$ cat config.mk
export PLATFORM = sky130hd
export DESIGN_NAME = network_mac_pipe_flat
export DESIGN_NICKNAME = d
export VERILOG_FILES = /design/src/rtl/network_mac_pkg.sv /design/src/rtl/network_mac_pipe_if.sv /design/src/rtl/network_mac_mul_pipe.sv /design/src/rtl/network_mac_pipe.sv /design/src/flat_wrapper.sv
export SDC_FILE = /design/constraint.sdc
export NUM_CORES = 1
export LEC_CHECK = 0
export ABC_AREA = 0
export BUFFER_PORTS_ARGS = -buffer_cell sky130_fd_sc_hd__clkbuf_2
export CAP_MARGIN = 5
export CELL_PAD_IN_SITES_DETAIL_PLACEMENT = 1
export CELL_PAD_IN_SITES_GLOBAL_PLACEMENT = 1
export CORE_AREA = 2 2 184 186
export DETAILED_ROUTE_END_ITERATION = 7
export DIE_AREA = 0 0 186 188
export PLACE_DENSITY = 0.9
export SYNTH_ARGS = -nofsm -noshare
export SYNTH_HDL_FRONTEND = slang
export SYNTH_SLANG_ARGS = --single-unit
$ cat constraint.sdc
create_clock -name ap_clk -period 5.4 [get_ports ap_clk]
set_input_delay 1.62 -clock ap_clk [delete_from_list [all_inputs] [get_ports ap_clk]]
set_output_delay 1.62 -clock ap_clk [all_outputs]
set_load 0.03 [all_outputs]
$ cat src/rtl/network_mac_pkg.sv
// Shared widths, sideband beat descriptor and the output reduction helper
// for the pipelined multiply-accumulate unit.
package network_mac_pkg;

  localparam int unsigned DEF_DIN0_WIDTH = 12;
  localparam int unsigned DEF_DIN1_WIDTH = 16;
  localparam int unsigned DEF_ACC_WIDTH  = 40;
  localparam int unsigned DEF_DOUT_WIDTH = 28;
  localparam int unsigned PROD_WIDTH     = DEF_DIN0_WIDTH + DEF_DIN1_WIDTH;
  localparam int unsigned RED_WIDTH      = 64;

  typedef struct packed {
    logic mode;
    logic first;
    logic last;
    logic valid;
  } sband_t;

  typedef struct packed {
    logic                        ovf;
    logic signed [RED_WIDTH-1:0] dout;
  } red_t;

  // Works on a sign-extended 64-bit value so one helper serves any DOUT width.
  function automatic red_t sat_trunc(input logic signed [RED_WIDTH-1:0] acc,
                                     input int unsigned dout_w,
                                     input logic saturate);
    red_t res;
    logic signed [RED_WIDTH-1:0] one, hi, lo, wrapped;
    one     = 1;
    hi      = (one <<< (dout_w - 1)) - one;
    lo      = -(one <<< (dout_w - 1));
    wrapped = (acc <<< (RED_WIDTH - dout_w)) >>> (RED_WIDTH - dout_w);
    res.ovf = (acc > hi) || (acc < lo);
    if (saturate && res.ovf) res.dout = acc[RED_WIDTH-1] ? lo : hi;
    else                     res.dout = wrapped;
    return res;
  endfunction

endpackage

$ cat src/rtl/network_mac_pipe_if.sv
// Beat-in / result-out handshake bundle of the multiply-accumulate unit.
interface network_mac_pipe_if
  import network_mac_pkg::*;
#(
  parameter int unsigned DIN0_WIDTH = DEF_DIN0_WIDTH,
  parameter int unsigned DIN1_WIDTH = DEF_DIN1_WIDTH,
  parameter int unsigned DOUT_WIDTH = DEF_DOUT_WIDTH
);
  logic                         in_valid;
  logic                         in_ready;
  logic signed [DIN0_WIDTH-1:0] din0;
  logic signed [DIN1_WIDTH-1:0] din1;
  logic                         in_mode;
  logic                         in_first;
  logic                         in_last;
  logic                         out_valid;
  logic                         out_ready;
  logic signed [DOUT_WIDTH-1:0] dout;
  logic                         dout_ovf;

  modport master (output in_valid, din0, din1, in_mode, in_first, in_last, out_ready,
                  input  in_ready, out_valid, dout, dout_ovf);
  modport slave  (input  in_valid, din0, din1, in_mode, in_first, in_last, out_ready,
                  output in_ready, out_valid, dout, dout_ovf);
endinterface

$ cat src/rtl/network_mac_mul_pipe.sv
// MUL_STAGES-deep signed multiplier with a shared enable; input, product and
// post-product registers are kept reset-free so they can fold into a DSP slice.
module network_mac_mul_pipe
  import network_mac_pkg::*;
#(
  parameter int unsigned DIN0_WIDTH = DEF_DIN0_WIDTH,
  parameter int unsigned DIN1_WIDTH = DEF_DIN1_WIDTH,
  parameter int unsigned MUL_STAGES = 2
) (
  input  logic                                    clk,
  input  logic                                    en,
  input  logic signed [DIN0_WIDTH-1:0]            a,
  input  logic signed [DIN1_WIDTH-1:0]            b,
  output logic signed [DIN0_WIDTH+DIN1_WIDTH-1:0] p
);
  localparam int unsigned PW = DIN0_WIDTH + DIN1_WIDTH;

  if (MUL_STAGES == 1) begin : g_single
    logic signed [PW-1:0] p_q, p_d;

    always_comb p_d = en ? PW'(a) * PW'(b) : p_q;
    always_ff @(posedge clk) p_q <= p_d;
    assign p = p_q;
  end else begin : g_multi
    localparam int unsigned NS = MUL_STAGES - 1;
    logic signed [DIN0_WIDTH-1:0] a_q, a_d;
    logic signed [DIN1_WIDTH-1:0] b_q, b_d;
    // Product stages packed newest-at-bottom; oldest slice feeds p.
    logic [NS*PW-1:0] m_q, m_d;

    always_comb begin
      a_d = a_q;
      b_d = b_q;
      m_d = m_q;
      if (en) begin
        a_d = a;
        b_d = b;
        m_d = (NS*PW)'({m_q, PW'(a_q) * PW'(b_q)});
      end
    end

    always_ff @(posedge clk) begin
      a_q <= a_d;
      b_q <= b_d;
      m_q <= m_d;
    end

    assign p = m_q[NS*PW-1 -: PW];
  end
endmodule

$ cat src/rtl/network_mac_pipe.sv
// Pipelined signed MAC: registered multiplier, sideband shift register,
// accumulator with first/last framing, saturate/truncate reduction and output register.
module network_mac_pipe
  import network_mac_pkg::*;
#(
  parameter int unsigned DIN0_WIDTH = DEF_DIN0_WIDTH,
  parameter int unsigned DIN1_WIDTH = DEF_DIN1_WIDTH,
  parameter int unsigned ACC_WIDTH  = DEF_ACC_WIDTH,
  parameter int unsigned DOUT_WIDTH = DEF_DOUT_WIDTH,
  parameter int unsigned MUL_STAGES = 2,
  parameter int unsigned SATURATE   = 1
) (
  input  logic              ap_clk,
  input  logic              ap_rst_n,
  network_mac_pipe_if.slave bus
);
  localparam int unsigned PROD_W = DIN0_WIDTH + DIN1_WIDTH;
  localparam int unsigned SB_W   = $bits(sband_t);

  logic                         adv;
  logic signed [PROD_W-1:0]     prod;
  sband_t [MUL_STAGES-1:0]      sb_q, sb_d;
  sband_t                       sb_in, sb_out;
  logic signed [ACC_WIDTH-1:0]  acc_q, acc_d, p_ext, sum, r;
  logic                         res_vld;
  red_t                         red;
  logic                         out_valid_q, out_valid_d;
  logic                         ovf_q, ovf_d;
  logic signed [DOUT_WIDTH-1:0] dout_q, dout_d;

  // Single global advance: every stage holds together, no bubble collapse.
  assign adv          = !out_valid_q || bus.out_ready;
  assign bus.in_ready = adv;

  network_mac_mul_pipe #(
    .DIN0_WIDTH (DIN0_WIDTH),
    .DIN1_WIDTH (DIN1_WIDTH),
    .MUL_STAGES (MUL_STAGES)
  ) u_mul (
    .clk (ap_clk),
    .en  (adv),
    .a   (bus.din0),
    .b   (bus.din1),
    .p   (prod)
  );

  always_comb begin
    sb_in.mode  = bus.in_mode;
    sb_in.first = bus.in_first;
    sb_in.last  = bus.in_last;
    sb_in.valid = bus.in_valid;
    sb_d = sb_q;
    if (adv) sb_d = (MUL_STAGES*SB_W)'({sb_q, sb_in});
    sb_out = sb_q[MUL_STAGES-1];

    p_ext   = ACC_WIDTH'(prod);
    sum     = sb_out.first ? p_ext : acc_q + p_ext;
    acc_d   = acc_q;
    r       = p_ext;
    res_vld = 1'b0;
    if (adv && sb_out.valid) begin
      if (sb_out.mode) begin
        acc_d   = sum;
        r       = sum;
        res_vld = sb_out.last;
      end else begin
        res_vld = 1'b1;
      end
    end

    red         = sat_trunc(RED_WIDTH'(r), DOUT_WIDTH, SATURATE != 0);
    out_valid_d = adv ? res_vld : out_valid_q;
    dout_d      = dout_q;
    ovf_d       = ovf_q;
    if (res_vld) begin
      dout_d = DOUT_WIDTH'(red.dout);
      ovf_d  = red.ovf;
    end
  end

  always_ff @(posedge ap_clk or negedge ap_rst_n) begin
    if (!ap_rst_n) begin
      sb_q        <= '0;
      acc_q       <= '0;
      out_valid_q <= 1'b0;
      dout_q      <= '0;
      ovf_q       <= 1'b0;
    end else begin
      sb_q        <= sb_d;
      acc_q       <= acc_d;
      out_valid_q <= out_valid_d;
      dout_q      <= dout_d;
      ovf_q       <= ovf_d;
    end
  end

  assign bus.out_valid = out_valid_q;
  assign bus.dout      = dout_q;
  assign bus.dout_ovf  = ovf_q;
endmodule

$ cat src/flat_wrapper.sv
// flat-port wrapper written by rule: the top's interface ports become plain ports
module network_mac_pipe_flat import network_mac_pkg::*;
#(
  parameter int unsigned DIN0_WIDTH = DEF_DIN0_WIDTH,
  parameter int unsigned DIN1_WIDTH = DEF_DIN1_WIDTH,
  parameter int unsigned ACC_WIDTH  = DEF_ACC_WIDTH,
  parameter int unsigned DOUT_WIDTH = DEF_DOUT_WIDTH,
  parameter int unsigned MUL_STAGES = 2,
  parameter int unsigned SATURATE   = 1
)
  (ap_clk, ap_rst_n, bus_in_valid, bus_din0, bus_din1, bus_in_mode, bus_in_first, bus_in_last, bus_out_ready, bus_in_ready, bus_out_valid, bus_dout, bus_dout_ovf);
  network_mac_pipe_if #(.DIN0_WIDTH(DIN0_WIDTH), .DIN1_WIDTH(DIN1_WIDTH), .DOUT_WIDTH(DOUT_WIDTH)) bus_i ();
  input  logic ap_clk;
  input  logic ap_rst_n;
  input wire logic [$bits(bus_i.in_valid)-1:0] bus_in_valid;
  input wire logic [$bits(bus_i.din0)-1:0] bus_din0;
  input wire logic [$bits(bus_i.din1)-1:0] bus_din1;
  input wire logic [$bits(bus_i.in_mode)-1:0] bus_in_mode;
  input wire logic [$bits(bus_i.in_first)-1:0] bus_in_first;
  input wire logic [$bits(bus_i.in_last)-1:0] bus_in_last;
  input wire logic [$bits(bus_i.out_ready)-1:0] bus_out_ready;
  output wire logic [$bits(bus_i.in_ready)-1:0] bus_in_ready;
  output wire logic [$bits(bus_i.out_valid)-1:0] bus_out_valid;
  output wire logic [$bits(bus_i.dout)-1:0] bus_dout;
  output wire logic [$bits(bus_i.dout_ovf)-1:0] bus_dout_ovf;
  assign bus_i.in_valid = bus_in_valid;
  assign bus_i.din0 = bus_din0;
  assign bus_i.din1 = bus_din1;
  assign bus_i.in_mode = bus_in_mode;
  assign bus_i.in_first = bus_in_first;
  assign bus_i.in_last = bus_in_last;
  assign bus_i.out_ready = bus_out_ready;
  assign bus_in_ready = bus_i.in_ready;
  assign bus_out_valid = bus_i.out_valid;
  assign bus_dout = bus_i.dout;
  assign bus_dout_ovf = bus_i.dout_ovf;
  network_mac_pipe #(.DIN0_WIDTH(DIN0_WIDTH), .DIN1_WIDTH(DIN1_WIDTH), .ACC_WIDTH(ACC_WIDTH), .DOUT_WIDTH(DOUT_WIDTH), .MUL_STAGES(MUL_STAGES), .SATURATE(SATURATE)) u_core (.ap_clk(ap_clk), .ap_rst_n(ap_rst_n), .bus(bus_i));
endmodule
==> results of run 1 <==
[registers in the layout, indices dropped and copies added (netlist names)]
signal,cells
u_core.acc_q,40
u_core.sb_q,4
u_core.u_mul.g_multi.a_q,12
u_core.bus.dout,28
u_core.u_mul.g_multi.b_q,16
u_core.u_mul.p,28
u_core.bus.dout_ovf,1
u_core.bus.out_valid,1
u_core.sb_out,4
[cells by family after synthesis]
kind of cell             Yosys count
buffers and inverters            311
multiplexers                      26
AO/OA/AOI/OAI                    293
flip-flops                       134
adder cells (fa/ha/maj)          277
AND/OR/NAND/NOR                  513
XOR/XNOR                          58
[how the worst max path moves through the flow]
| stage | from | endpoint | slack [ns] | cells past startpoint |
|---|---|---|---|---|
| after global routing | u_core.u_mul.g_multi.a_q[0] | u_core.u_mul.p[27] | -0.89 | 22 |
| after floorplan | u_core.u_mul.g_multi.a_q[11] | u_core.u_mul.p[26] | -0.1 | 20 |
| after global placement | u_core.u_mul.g_multi.b_q[6] | u_core.u_mul.p[26] | -0.29 | 21 |
| after detailed placement | u_core.u_mul.g_multi.a_q[5] | u_core.u_mul.p[26] | -0.85 | 22 |
| after CTS | u_core.u_mul.g_multi.a_q[2] | u_core.u_mul.p[26] | -0.46 | 23 |
| final | u_core.u_mul.g_multi.a_q[0] | u_core.u_mul.p[26] | -0.73 | 23 |
[layout by cell type, fill, tap and decap left out, types with 10 or more instances in the layout]
cell         n
nand4_1     15
a21oi_1     81
fa_1       170
buf_4      140
nand3_1     13
o21ai_0     65
mux2i_1     18
and2_1      64
dfrtp_1     78
ha_1        85
inv_1      227
a31oi_1     11
clkbuf_16   17
nand2_1    240
xor2_1      24
clkbuf_2    64
inv_2       15
buf_6       15
xnor2_1     32
edfxtp_1    56
nor2_1     103
o211ai_1    11
ha_4        10
nor3_1      18
o21a_1      18
o21ai_1     16
a21o_1      13
[metrics by stage]
stage | instance area, µm² | hold WS, ns | TNS (ns) | worst slack (ns)
floorplan | 14900 | 0.446 | -0.140 | -0.0965
global placement | 16200 | 0.466 | -1.02 | -0.294
detailed placement | 16200 | 0.475 | -4.94 | -0.849
CTS | 17200 | 0.491 | -2.43 | -0.456
global route | 17500 | 0.519 | -6.24 | -0.886
finish | 17500 | 0.490 | -4.79 | -0.725
[critical path, cell delays in order, from the launching register on]
cell,delay (ns)
edfxtp_1,0.50
buf_4,0.19
buf_4,0.13
buf_4,0.15
and2_1,0.16
fa_1,0.43
ha_2,0.19
fa_1,0.45
ha_1,0.32
inv_1,0.09
fa_1,0.59
inv_1,0.07
ha_1,0.30
a21o_1,0.20
a21oi_4,0.16
o211ai_1,0.19
a2111oi_4,0.49
o31ai_2,0.12
o41a_1,0.38
nand4_1,0.16
a31oi_2,0.13
a21o_1,0.21
a21oi_2,0.15
xnor2_1,0.09
[layout make-up]
class | count | area, µm²
Clock buffer | 17 | 425
Clock inverter | 15 | 184
Fill cell | 3734 | 15600
Inverter | 242 | 908
Multi-Input combinational cell | 1167 | 10200
Sequential cell | 134 | 3630
Tap cell | 448 | 561
Timing Repair Buffer | 220 | 1560
[metal layers]
metal | vias up | track usage (%) | wire [µm]
met4 | 0 | 15.1 | 3280
li1 | 5593 | - | -
met1 | 6540 | 30.8 | 19200
met5 | - | 0 | 0
met3 | 216 | 5.01 | 2300
met2 | 502 | 53.4 | 28000
[timing repair]
| action | CTS | global route |
|---|---|---|
| setup endpoints to repair | 9 | 11 |
| resized for setup | 32 | 45 |
| buffers inserted | 32 | 18 |
| pin swaps | 27 | 47 |
==> impl_metrics.tcl, run 1 <==
set metrics [dict create \
    status "finished with violations" \
    violations "negative setup slack" \
    syn_avg_cell_area_um2 9.13 \
    hold_viol_final 0 \
    endpoint_kind "flip-flop" \
    cts_tree "done" \
    async_reset_ff_share_pct 58.2 \
    ys_types 75 \
    start_kind "flip-flop" \
    r2r_setup_slack_ns -0.73 \
    fp.dieW_um 186 \
    rsz0062_at_grt "yes" \
    antenna_found_initial 0 \
    clock_latency_ns 0.46 \
    cts_sinks 134 \
    syn_nets 1924 \
    synth_top_area_share_pct 24.3 \
    synth-compound-area-share_pct 13.4 \
    finalCriticalPeriod_ns 6.13 \
    hpwl_um 35800 \
    nets 2094 \
    drv_cap 0 \
    grt_first_pass_wirelength_um 77200 \
    synth_xor_xnor_area_share_pct 3.50 \
    post-synth-top-area-cell "fa_1" \
    worstMarginPinSlew_ns 1.05 \
    synthTopCellsByCount "244 x nand2_1, 242 x inv_1, 179 x fa_1, 104 x nor2_1, 98 x ha_1" \
    synth_edf_count 56 \
    setup_viol 11 \
    grt_pass1_vias 14300 \
    dr.pass1.iters 5 \
    port_buffers 65 \
    finalClockSkew_ns 0.0134 \
    clkTransAtPathRegs_ns 0.07 \
    hold_path_depth 2 \
    yosysWarningCount 0 \
    timing.final.ws_setup_ns -0.725 \
    grt_usage_pct 28.8 \
    r2r_end "u_core.u_mul.p[26]" \
    cts_root_buf "clkbuf_16" \
    num_vias 12900 \
    synth_top_family_by_area "adder cells" \
    initialDrtViolationCount 752 \
    ios 66 \
    synthCells 1612 \
    dieArea_um2 35000 \
    globalRouteOverflowTotal 0 \
    core_area_um2 33100 \
    finalWirelength_um 52800 \
    finalCritPeriodShare_pct 113 \
    timing.rr.start "u_core.u_mul.g_multi.a_q[0]" \
    yosys.area_share.simple_pct 15.8 \
    yosys.area_share.adder_pct 32.7 \
    post-route-util_pct 52.8 \
    die_y_um 188 \
    ant_nets 0 \
    hp-class "flip-flop to flip-flop" \
    htree_levels 4 \
    path_max_fanout 6 \
    relSlewSlack_pct 30.3 \
    start_util_pct 44.5 \
    synthTopCellsByArea "fa_1 24%, dfrtp_1 13%, edfxtp_1 11%" \
    antenna_cells 0 \
    syn_area_um2 14700 \
    instances_no_fill 2243 \
    required_ns 5.61 \
    drive_gt1_share_pct 20.2 \
    cp.arrival_ns 6.33 \
    routed_via_density 5.73 \
    clock_path_buffers 2 \
    drv_slew 0 \
    synthMuxAreaShare_pct 1.84 \
    min_to "u_core.bus.dout[27]" \
    area_growth_pct 18.9 \
    ys_seq_area_share_pct 24.7 \
    place_congestion 0.870 \
    synth_ff_type "dfrtp_1" \
    synth.most_common_cell "nand2_1" \
    ff2ff_path_depth 23 \
    numCtsBuffers 17 \
    worst_hold_startpoint "u_core.bus.dout[27]" \
    grt_start_max_net_pins 79 \
    crit_type "flip-flop to flip-flop" \
    dpl.cell_count 2163 \
    cts_hold_buffers 0 \
    wl_per_cell_um 23.6 \
    synth_seq_cells 134 \
    rows 67 \
    drc 0 \
    max_freq_ghz 0.163 \
]
Power of run 1 is left out: the tool's default activity adds up to more than one toggle a clock period on the data nets, which glitch-free logic cannot reach.
==> run 2, diff against run 1 <==
--- a/config.mk
+++ b/config.mk
@@ -13,7 +13,7 @@
 export CORE_AREA = 2 2 184 186
 export DETAILED_ROUTE_END_ITERATION = 7
 export DIE_AREA = 0 0 186 188
-export PLACE_DENSITY = 0.9
+export PLACE_DENSITY_LB_ADDON = 0.1
 export SYNTH_ARGS = -nofsm -noshare
 export SYNTH_HDL_FRONTEND = slang
 export SYNTH_SLANG_ARGS = --single-unit
==> run 2 against run 1 <==
Compared with the run above: the flow still finishes with violations (negative setup slack); hold slack got worse by 0.011 ns; wire length decreased by 22%; count of clock-buffer cells in the layout increased by 5; highest routed layer unchanged; critical endpoint is now u_core.u_mul.p[27]; maximum frequency increased by 7.6%.
==> impl_metrics.tcl, run 2 (synthesis results as in run 1) <==
set metrics [dict create \
    instances_no_fill 2240 \
    clock_latency_ns 0.45 \
    tns_ns -1.38 \
    worst_hold_startpoint "u_core.bus.dout[27]" \
    fp.dieW_um 186 \
    rsz0062_at_grt "yes" \
    relSlewSlack_pct 30.2 \
    regMostFlops "u_core.acc_q" \
    finalClockSkew_ns 0.0203 \
    clock_path_buffers 2 \
    largest_reg_flops 40 \
    routed_via_density 5.22 \
    path_max_fanout 6 \
    finalCritPeriodShare_pct 105 \
    cts_sinks 134 \
    post-route-util_pct 52.6 \
    hpwl_um 32000 \
    numCtsBuffers 17 \
    port_buffers 65 \
    grt_start_max_net_pins 79 \
    wl_per_cell_um 18.3 \
    die_y_um 188 \
    drive_gt1_share_pct 19.0 \
    final_common_cell "nand2_1" \
    antenna_cells 0 \
    start_kind "flip-flop" \
    grt_first_pass_wirelength_um 67200 \
    status "finished with violations" \
    finalCriticalPeriod_ns 5.69 \
    ant_nets 0 \
    max_freq_ghz 0.176 \
    cts_tree "done" \
    mostFrequentLayoutCells "240 x nand2_1, 234 x inv_1, 176 x fa_1, 142 x buf_4, 101 x nor2_1" \
    hp-class "flip-flop to flip-flop" \
    place_congestion 0.892 \
    cts_hold_buffers 0 \
    grt_pass1_vias 13000 \
    layout.area.seq_um2 3630 \
    timing.rr.start "u_core.u_mul.g_multi.b_q[4]" \
    start_util_pct 44.5 \
    cp-startpoint "u_core.u_mul.g_multi.b_q[4]" \
    worstMarginPinSlew_ns 1.05 \
    dr.pass1.iters 4 \
    crit_type "flip-flop to flip-flop" \
    drc 0 \
    rows 67 \
    cts_root_buf "clkbuf_16" \
    grt_usage_pct 24.6 \
    cp.arrival_ns 5.87 \
    hold_viol_final 0 \
    area_growth_pct 18.3 \
    violations "negative setup slack" \
    num_vias 11700 \
    endpoint_kind "flip-flop" \
    core_area_um2 33100 \
    antenna_found_initial 0 \
    initialDrtViolationCount 406 \
    globalRouteOverflowTotal 0 \
    multiInputGateArea_um2 10200 \
    dieArea_um2 35000 \
    htree_levels 4 \
    clkTransAtPathRegs_ns 0.06 \
    fillers 3806 \
    timing.final.ws_setup_ns -0.290 \
    placed_area_um2 16300 \
    ios 66 \
    setup_viol 7 \
    drv_slew 0 \
    required_ns 5.58 \
    drv_cap 0 \
    finalWirelength_um 41000 \
    fin_area_um2 17400 \
    dpl.cell_count 2176 \
    nets 2091 \
]
run 2: through the flow:
step / hold WS, ns / setup WS [ns]
6_report: 0.479 / -0.290
2_1_floorplan: 0.446 / -0.0965
3_5_place_dp: 0.471 / -0.376
4_1_cts: 0.487 / -0.259
5_1_grt: 0.507 / -0.496
3_3_place_gp: 0.468 / -0.290
run 2: routing by layer:
layer	track usage, %	share of wire [%]	vias to the layer above
li1	-	-	5595
met1	30.9	44	5896
met2	43.9	51	153
met3	3.90	2.6	41
met4	6.00	2.1	0
met5	0	0	-
run 2: what timing repair did:
item	in CTS	in global routing
endpoints found under the setup margin	8	10
resized for setup	27	29
cloned	0	0
buffers inserted	26	7
pin swaps	23	16
run 2: final timing paths:
check                                 endpoint  slack [ns]  cells after the start
setup reg to reg            u_core.u_mul.p[27]       -0.29                     23
min in group asynchronous   u_core.bus.dout[0]        1.37                      1
hold / removal             u_core.bus.dout[27]        0.48                      2
hold reg to reg            u_core.bus.dout[27]        0.48                      2
max in group asynchronous     u_core.acc_q[24]        3.36                      1
setup / recovery            u_core.u_mul.p[27]       -0.29                     23
run 2: worst max-delay path, stage by stage (launching register included):
cell and delay [ns]:
edfxtp_1 0.43, buf_6 0.15, buf_6 0.12, and2_4 0.15, fa_1 0.53, inv_2 0.05, fa_1 0.49, inv_1 0.05
fa_1 0.46, fa_1 0.49, inv_1 0.05, fa_1 0.51, inv_2 0.05, ha_4 0.16, or3_4 0.34, o21ai_4 0.09
a211oi_4 0.06, nor2_2 0.15, a21oi_2 0.08, a41o_1 0.21, o41a_1 0.35, a211oi_2 0.25, a21oi_2 0.08, xnor2_1 0.12
run 2: layout make-up:
cell class	count	area share, %
Inverter	242	5.22
Multi-Input combinational cell	1167	58.6
Clock buffer	22	2.85
Clock inverter	10	0.611
Tap cell	448	3.22
Timing Repair Buffer	217	8.67
Sequential cell	134	20.9
Power of run 2 is left out for the same reason.
